## config.mk

```make
export PLATFORM = sky130hd
export DESIGN_NAME = screen_scanner
export DESIGN_NICKNAME = d
export VERILOG_FILES = /design/src/rtl/screen_scanner.sv
export SDC_FILE = /design/constraint.sdc
export NUM_CORES = 1
export LEC_CHECK = 0
export ABC_AREA = 1
export BUFFER_PORTS_ARGS = -buffer_cell sky130_fd_sc_hd__buf_2
export CAP_MARGIN = 20
export CORE_MARGIN = 5
export CORE_UTILIZATION = 40
export CTS_BUF_LIST = sky130_fd_sc_hd__clkbuf_8
export CTS_CLUSTER_DIAMETER = 200
export DETAILED_ROUTE_END_ITERATION = 8
export HOLD_SLACK_MARGIN = 0.12
export SYNTH_ARGS = -nofsm -noshare
export SYNTH_HDL_FRONTEND = slang
export SYNTH_SLANG_ARGS = --single-unit
```

## constraint.sdc

```tcl
create_clock -name clk -period 2.1 [get_ports clk]
set_input_delay 0.21 -clock clk [delete_from_list [all_inputs] [get_ports clk]]
set_output_delay 0.21 -clock clk [all_outputs]
set_load 0.02 [all_outputs]
```

## src/rtl/screen_scanner.sv

```systemverilog
// Frame-buffer scanner: walks the video RAM one 16-bit word at a time and
// serialises each word LSB-first onto a valid/ready pixel stream, with
// start-of-frame, end-of-line and frame-done markers.
module screen_scanner #(
  parameter int SCREEN_BASE    = 16384,
  parameter int WORDS_PER_LINE = 32,
  parameter int LINES          = 256
) (
  input  logic        clk,
  input  logic        rst_n,
  input  logic        enable,
  output logic [14:0] addressV,
  input  logic [15:0] outV,
  output logic        pix_valid,
  input  logic        pix_ready,
  output logic        pix_data,
  output logic        pix_sof,
  output logic        pix_eol,
  output logic        frame_done
);

  localparam int FRAME_WORDS = WORDS_PER_LINE * LINES;
  localparam int IDX_W       = (FRAME_WORDS > 1) ? $clog2(FRAME_WORDS) : 1;
  localparam int COL_W       = (WORDS_PER_LINE > 1) ? $clog2(WORDS_PER_LINE) : 1;

  localparam logic [14:0]      BASE_A    = 15'(SCREEN_BASE);
  localparam logic [14:0]      ADDR_LAST = 15'(SCREEN_BASE + FRAME_WORDS - 1);
  localparam logic [IDX_W-1:0] IDX_LAST  = IDX_W'(FRAME_WORDS - 1);
  localparam logic [COL_W-1:0] COL_LAST  = COL_W'(WORDS_PER_LINE - 1);

  typedef enum logic [1:0] {IDLE, PRIME, RUN} state_t;

  state_t           state_q;
  logic [15:0]      sh_q;
  logic [3:0]       bit_cnt_q;
  logic [IDX_W-1:0] word_idx_q;
  // Column of the word in sh_q within its line; avoids a modulo on word_idx_q.
  logic [COL_W-1:0] col_q;
  logic             stop_q;
  logic [14:0]      addr_q;
  logic             frame_done_q;

  logic run;
  logic hs;

  // Next read address, wrapping inside the frame window so the RAM never
  // sees an address past the last screen word.
  function automatic logic [14:0] addr_inc(input logic [14:0] a);
    return (a == ADDR_LAST) ? BASE_A : a + 15'd1;
  endfunction

  assign run = (state_q == RUN);
  assign hs  = run & pix_ready;

  // Scanner FSM: address generation, word capture and per-pixel shifting.
  always_ff @(posedge clk) begin
    if (!rst_n) begin
      state_q      <= IDLE;
      sh_q         <= 16'd0;
      bit_cnt_q    <= 4'd0;
      word_idx_q   <= '0;
      col_q        <= '0;
      stop_q       <= 1'b0;
      addr_q       <= BASE_A;
      frame_done_q <= 1'b0;
    end else begin
      frame_done_q <= 1'b0;
      case (state_q)
        IDLE: begin
          addr_q <= BASE_A;
          stop_q <= 1'b0;
          if (enable) state_q <= PRIME;
        end
        PRIME: begin
          // RAM is already presenting word 0; grab it and point at word 1.
          sh_q       <= outV;
          bit_cnt_q  <= 4'd0;
          word_idx_q <= '0;
          col_q      <= '0;
          addr_q     <= addr_inc(BASE_A);
          if (!enable) stop_q <= 1'b1;
          state_q    <= RUN;
        end
        RUN: begin
          if (!enable) stop_q <= 1'b1;
          if (hs) begin
            if (bit_cnt_q != 4'd15) begin
              sh_q      <= {1'b0, sh_q[15:1]};
              bit_cnt_q <= bit_cnt_q + 4'd1;
            end else if (word_idx_q != IDX_LAST) begin
              // addr_q already points at the next word, so load without a bubble.
              sh_q       <= outV;
              bit_cnt_q  <= 4'd0;
              word_idx_q <= word_idx_q + IDX_W'(1);
              col_q      <= (col_q == COL_LAST) ? '0 : col_q + COL_W'(1);
              addr_q     <= addr_inc(addr_q);
            end else begin
              // Last pixel of the frame; addr_q has wrapped back to word 0.
              frame_done_q <= 1'b1;
              bit_cnt_q    <= 4'd0;
              word_idx_q   <= '0;
              col_q        <= '0;
              if (enable && !stop_q) begin
                sh_q   <= outV;
                addr_q <= addr_inc(BASE_A);
              end else begin
                state_q <= IDLE;
                addr_q  <= BASE_A;
                stop_q  <= 1'b0;
              end
            end
          end
        end
        default: begin
          state_q <= IDLE;
          addr_q  <= BASE_A;
        end
      endcase
    end
  end

  assign addressV   = addr_q;
  assign pix_valid  = run;
  assign pix_data   = run & sh_q[0];
  assign pix_sof    = run & (word_idx_q == '0) & (bit_cnt_q == 4'd0);
  assign pix_eol    = run & (bit_cnt_q == 4'd15) & (col_q == COL_LAST);
  assign frame_done = frame_done_q;

endmodule

```

* After elaboration in Yosys (flattened, before gate mapping) *
Index checks and enable logic that the tools add are counted.

storage, ports and cells
  flip-flop bits (word level) = 57
  input port bits = 20
  output and inout bits = 20
  logic and storage cells = 83

cells by class
  add/sub/neg operators = 4
  eq/ne operators = 13
  muxes and demuxes = 36
  bitwise operators = 9
  reductions and logical operators = 13

operators by type and width
  operator                 count
  $mux W16                 4
  $mux W15                 4
  $mux W13                 3
  $pmux W16 S2             1
  $pmux W15 S2             1
  $pmux W13 S2             1
  $mux W5                  4
  $add A15 B1 Y15 const B  1
  $eq A15 B15 Y1 const B   1
  $add A13 B1 Y13 const B  1
  $logic_not A13 Y1        1
  $ne A13 B13 Y1 const B   1
  $mux W2                  5
  $pmux W5 S2              1
  $mux W4                  2
  $ne A2 B2 Y1 const B     4
  $pmux W4 S2              1
  $mux W1                  7
  $and A1 B1 Y1            6
  $pmux W2 S3              1
  $reduce_and A3 Y1        2
  $add A5 B1 Y5 const B    1
  $eq A5 B5 Y1 const B     1
  $reduce_and A5 Y1        1
  17 further kinds         20

* Logic depth before layout (Yosys ltp) *
  depth after elaboration = 7
  mapped depth = 14
  gate-level depth less buffers = 13

* Worst setup path after synthesis *
Ideal clock, no wire load.

  path kind = register -> output
  start point = register state_q[0]
  end point = output pix_sof
  arrival time = 1.912 ns
  required time = 1.890 ns
  setup slack = -0.022 ns
  cell stages (with the launch flop) = 6
  path buffers = 1
  path through = dfxtp_1 -> inv_1 -> ha_1 -> clkbuf_1 -> nand4_1 -> nor4_1

between the ends
  word-level cells in the longest chain between the ends = 3

ends and longest elaborated chain
  what                         RTL line  text
  start: declaration           33        state_t state_q;
  start signal: assignment     58        state_q <= IDLE;
  start signal: assignment     72        if (enable) state_q <= PRIME;
  start signal: assignment     82        state_q <= RUN;
  $eq A2 B2 Y1                 52        assign run = (state_q == RUN);
  net pix_valid                14        output logic pix_valid,
  $and A1 B1 Y1 (2 in series)  125       assign pix_sof = run & (word_idx_q == '0) & (bit_cnt_q == 4'd0);
  end: declaration             17        output logic pix_sof,

The timed path passes the listed nets, and every way through them passes these cells.

* Worst setup path in the final report *
  start point = register state_q[0]
  end point = output pix_sof

between the ends
  word-level cells in the longest chain between the ends = 3

ends and longest elaborated chain
  what                         RTL line
  $eq A2 B2 Y1                 52
  $and A1 B1 Y1 (2 in series)  125

No other way between the ends.

==> impl_metrics.yaml <==
outcome:
  run_status: "finished clean"
placement:
  dp_cells: 615
  hpwl_mm: 5.657
  placement.io_buffers: 39
  globalplace.congestion: 0.8744
  pre_cts_slack_ns: 0.06421
  placedInstanceArea_sq_um: 3462
sta:
  finalSetupViolCount: 0
  final.min_clock_period_ns: 1.917
  min_period_over_period: 0.9128
  timing.final.ws_setup_ns: 0.1832
  worst_pin_slew_ns: 0.4223
  setup_repair_after_global_routing_missed_its_margin: "no"
  fin_tns_setup_ns: 0
  fmax_mhz: 521.7
  hold_ws_ns: 0.1624
  final.setup_skew_ns: 0.009608
  finalMaxSlewViolations: 0
  maxSlewHeadroom: 0.7159
  hold_violations: 0
setup_path:
  cp.arrival_ns: 1.71
  endpoint_kind: "output pin"
  timing.critical_path.required_ns: 1.89
  startpoint_type: "flop"
  worstPathMaxFanout: 4
  worst_path_class_setup: "flop to output pin"
power_and_ir_drop:
  vdd_ir_drop_max_mv: 0.5293
  power_leakage_nw: 1.638
  report.power.total_mw: 3.975
  power_per_cell_area_nw_per_um2: 1079
global_route:
  first_global_vias: 2877
  globalRouteTotalUtil: 0.1644
  grt_first_pass_wirelength_mm: 13.18
  grt_max_degree: 29
  initial_antenna_violation_count: 0
  globalRoute.totalOverflow: 0
final_layout:
  post_route_cells_drive_above_1_share: 0.1670
  n_fill_cell: 797
  final_cell_count_no_fill: 635
  design_area_sq_um: 3685
  area_growth_pct: 18.89
  utilization: 0.4818
  multi_input_area_sq_um: 1637
  insertedDiodeCount: 0
  sequential_cell_area_sq_um: 1141
  finish.net_count: 560
detailed_routing:
  drt_pass1_iterations: 4
  post_drt_wl_per_cell_microns: 11.87
  final_antenna_net_count: 0
  maxUsedRoutingLayer: "met4"
  detailroute.via_count: 2994
  via_per_inst: 4.715
  first_iter_violations: 139
  met2WireLength_mm: 3.293
  routedLengthMet1_mm: 3.773
  total_length_of_routed_wires_mm: 7.539
  route.detailed.drc: 0
  wl_met3_microns: 395
synth:
  synth.lib_cells_used.distinct: 28
  synthesis.yosys.warnings: 0
  post_synth.cell_area_avg_sq_um: 6.538
  yosysSeqAreaShare: 0.3682
  post_synth_inst_count: 474
  syn-cell-area_sq_um: 3099
  synth_fp_nets: 505
  synth.ff_latch_count: 57
floorplanning:
  start_util: 0.4053
  floorplan.core_area_sq_um: 7647
  io-pin-count: 40
  total_number_of_placement_rows: 32
  die_height_microns: 98.03
  floorplan.die_area_sq_um: 9609
  fp.dieW_microns: 98.03
clock_tree:
  cts-root-to-sink-buffers: 2
  clock-root-buffer: "sky130_fd_sc_hd__clkbuf_8"
  cts_tree: "yes"
  ctsHtreeMaxLevel: 3
  holdBufCountCts: 0
  clock_insertion_delay_worst_skew_ns: 0.33
  clkSinkCount: 57
  tritoncts.num_buffers: 9
  clk_pin_slew_worst_paths_ns: 0.06
min_path:
  hp-class: "primary input to flop"
run:
  drv_cap: 0
## synth_stat cells
| master | n | area, sq um |
|---|---|---|
| sky130_fd_sc_hd__nor4_1 | 2 | 12.51 |
| sky130_fd_sc_hd__nor3_1 | 11 | 55.05 |
| sky130_fd_sc_hd__nand2_2 | 2 | 12.51 |
| sky130_fd_sc_hd__a211oi_1 | 1 | 7.510 |
| sky130_fd_sc_hd__inv_2 | 3 | 11.26 |
| sky130_fd_sc_hd__clkbuf_1 | 5 | 18.77 |
| sky130_fd_sc_hd__inv_1 | 71 | 266.5 |
| sky130_fd_sc_hd__a21oi_1 | 33 | 165.2 |
| sky130_fd_sc_hd__nand4_1 | 10 | 62.56 |
| sky130_fd_sc_hd__o21ai_2 | 1 | 8.760 |
| sky130_fd_sc_hd__nand2_1 | 104 | 390.4 |
| sky130_fd_sc_hd__a31oi_1 | 1 | 6.260 |
| sky130_fd_sc_hd__nor2_1 | 63 | 236.5 |
| sky130_fd_sc_hd__buf_4 | 2 | 15.01 |
| sky130_fd_sc_hd__nor2_4 | 1 | 11.26 |
| sky130_fd_sc_hd__clkinv_1 | 1 | 3.750 |
| sky130_fd_sc_hd__nor2_2 | 4 | 25.02 |
| sky130_fd_sc_hd__dfxtp_1 | 57 | 1141 |
| sky130_fd_sc_hd__nor3b_1 | 1 | 7.510 |
| sky130_fd_sc_hd__buf_2 | 6 | 30.03 |
| sky130_fd_sc_hd__nand3_1 | 28 | 140.1 |
| sky130_fd_sc_hd__a21oi_4 | 1 | 16.27 |
| sky130_fd_sc_hd__nor3_4 | 1 | 16.27 |
| sky130_fd_sc_hd__o21ai_0 | 46 | 230.2 |
| sky130_fd_sc_hd__xnor2_1 | 1 | 8.760 |
| sky130_fd_sc_hd__xor2_1 | 6 | 52.55 |
| sky130_fd_sc_hd__nor3_2 | 1 | 10.01 |
| sky130_fd_sc_hd__ha_1 | 11 | 137.6 |
## area by class of cell
class / instances / share of cell area
inverters: 75 / 0.07742
clock buffers: 10 / 0.03735
well taps: 102 / 0.03463
flip-flops and latches: 57 / 0.3097
clock inverters: 5 / 0.006452
multi-input cells: 329 / 0.4441
repair buffers: 57 / 0.09032
## kinds of logic (layout without fill, tap and decap cells)
group	after synthesis	count (layout)	share of synthesized area
DFF	57	57	0.3682
buffers and inverters	88	147	0.1114
AOI/OAI and AO/OA	83	83	0.1401
and+or+nand+nor	228	228	0.3161
xor gates and xnor gates	7	7	0.01978
adders and majority gates	11	11	0.04441
## flip-flops by register name, summed over array words and instances, names as in the netlist
register and count:
addressV 15, word_idx_q 13, frame_done 1, bit_cnt_q 4
stop_q 1, col_q 5, sh_q 16, state_q 2
## cells in the final DEF, fill, tap and decap left out, types with 2 or more instances in the layout
| cell | count |
|---|---|
| sky130_fd_sc_hd__nand3_1 | 28 |
| sky130_fd_sc_hd__nor2_1 | 63 |
| sky130_fd_sc_hd__nor3_1 | 11 |
| sky130_fd_sc_hd__buf_4 | 19 |
| sky130_fd_sc_hd__nand2_2 | 2 |
| sky130_fd_sc_hd__nand2_1 | 103 |
| sky130_fd_sc_hd__clkbuf_8 | 10 |
| sky130_fd_sc_hd__a21oi_1 | 33 |
| sky130_fd_sc_hd__nor2_2 | 4 |
| sky130_fd_sc_hd__nand4_1 | 10 |
| sky130_fd_sc_hd__ha_1 | 10 |
| sky130_fd_sc_hd__xor2_1 | 6 |
| sky130_fd_sc_hd__dfxtp_1 | 57 |
| sky130_fd_sc_hd__o21ai_0 | 46 |
| sky130_fd_sc_hd__inv_1 | 71 |
| sky130_fd_sc_hd__clkinv_2 | 4 |
| sky130_fd_sc_hd__inv_2 | 3 |
| sky130_fd_sc_hd__buf_2 | 38 |
## worst paths after layout
path | startpoint | end | slack, ns | cells past startpoint
worst max-delay path | state_q[0]$_SDFFE_PN0P_ | pix_sof | 0.18 | 6
worst min register to register | sh_q[12]$_SDFFE_PN0P_ | sh_q[12]$_SDFFE_PN0P_ | 0.45 | 2
worst max register to register | word_idx_q[0]$_SDFFE_PN0P_ | addressV[5]$_SDFFE_PN0P_ | 0.21 | 8
worst min-delay path | outV[15] | sh_q[15]$_SDFFE_PN0P_ | 0.16 | 3
## power breakdown
| part | switching (mW) | leakage (nW) | total [mW] | internal (mW) |
|---|---|---|---|---|
| sequential | 0.0826 | 0.463 | 1.36 | 1.28 |
| clock | 0.433 | 0.0929 | 0.874 | 0.441 |
| combinational | 1.13 | 1.08 | 1.74 | 0.609 |
| total | 1.65 | 1.64 | 3.98 | 2.33 |
## critical path, stage by stage, from the launching register on
cell and delay, ns:
sky130_fd_sc_hd__dfxtp_1 0.33, sky130_fd_sc_hd__inv_1 0.11, sky130_fd_sc_hd__ha_2 0.22, sky130_fd_sc_hd__buf_4 0.14
sky130_fd_sc_hd__nand4_1 0.18, sky130_fd_sc_hd__nor4_2 0.21, sky130_fd_sc_hd__buf_4 0.19
## per-layer routing
metal | track usage | vias to the layer above
li1 | - | 1617
met1 | 0.2275 | 1314
met2 | 0.2534 | 58
met3 | 0.04357 | 5
met4 | 0.04473 | 0
met5 | 0 | -
## repair_timing
item                                    in CTS  in global routing
gates resized for setup                      0                  6
buffers inserted                             0                  5
endpoints found under the setup margin       0                 26
hold endpoints to repair                     0                  0
(Power assumes the default switching activity.)
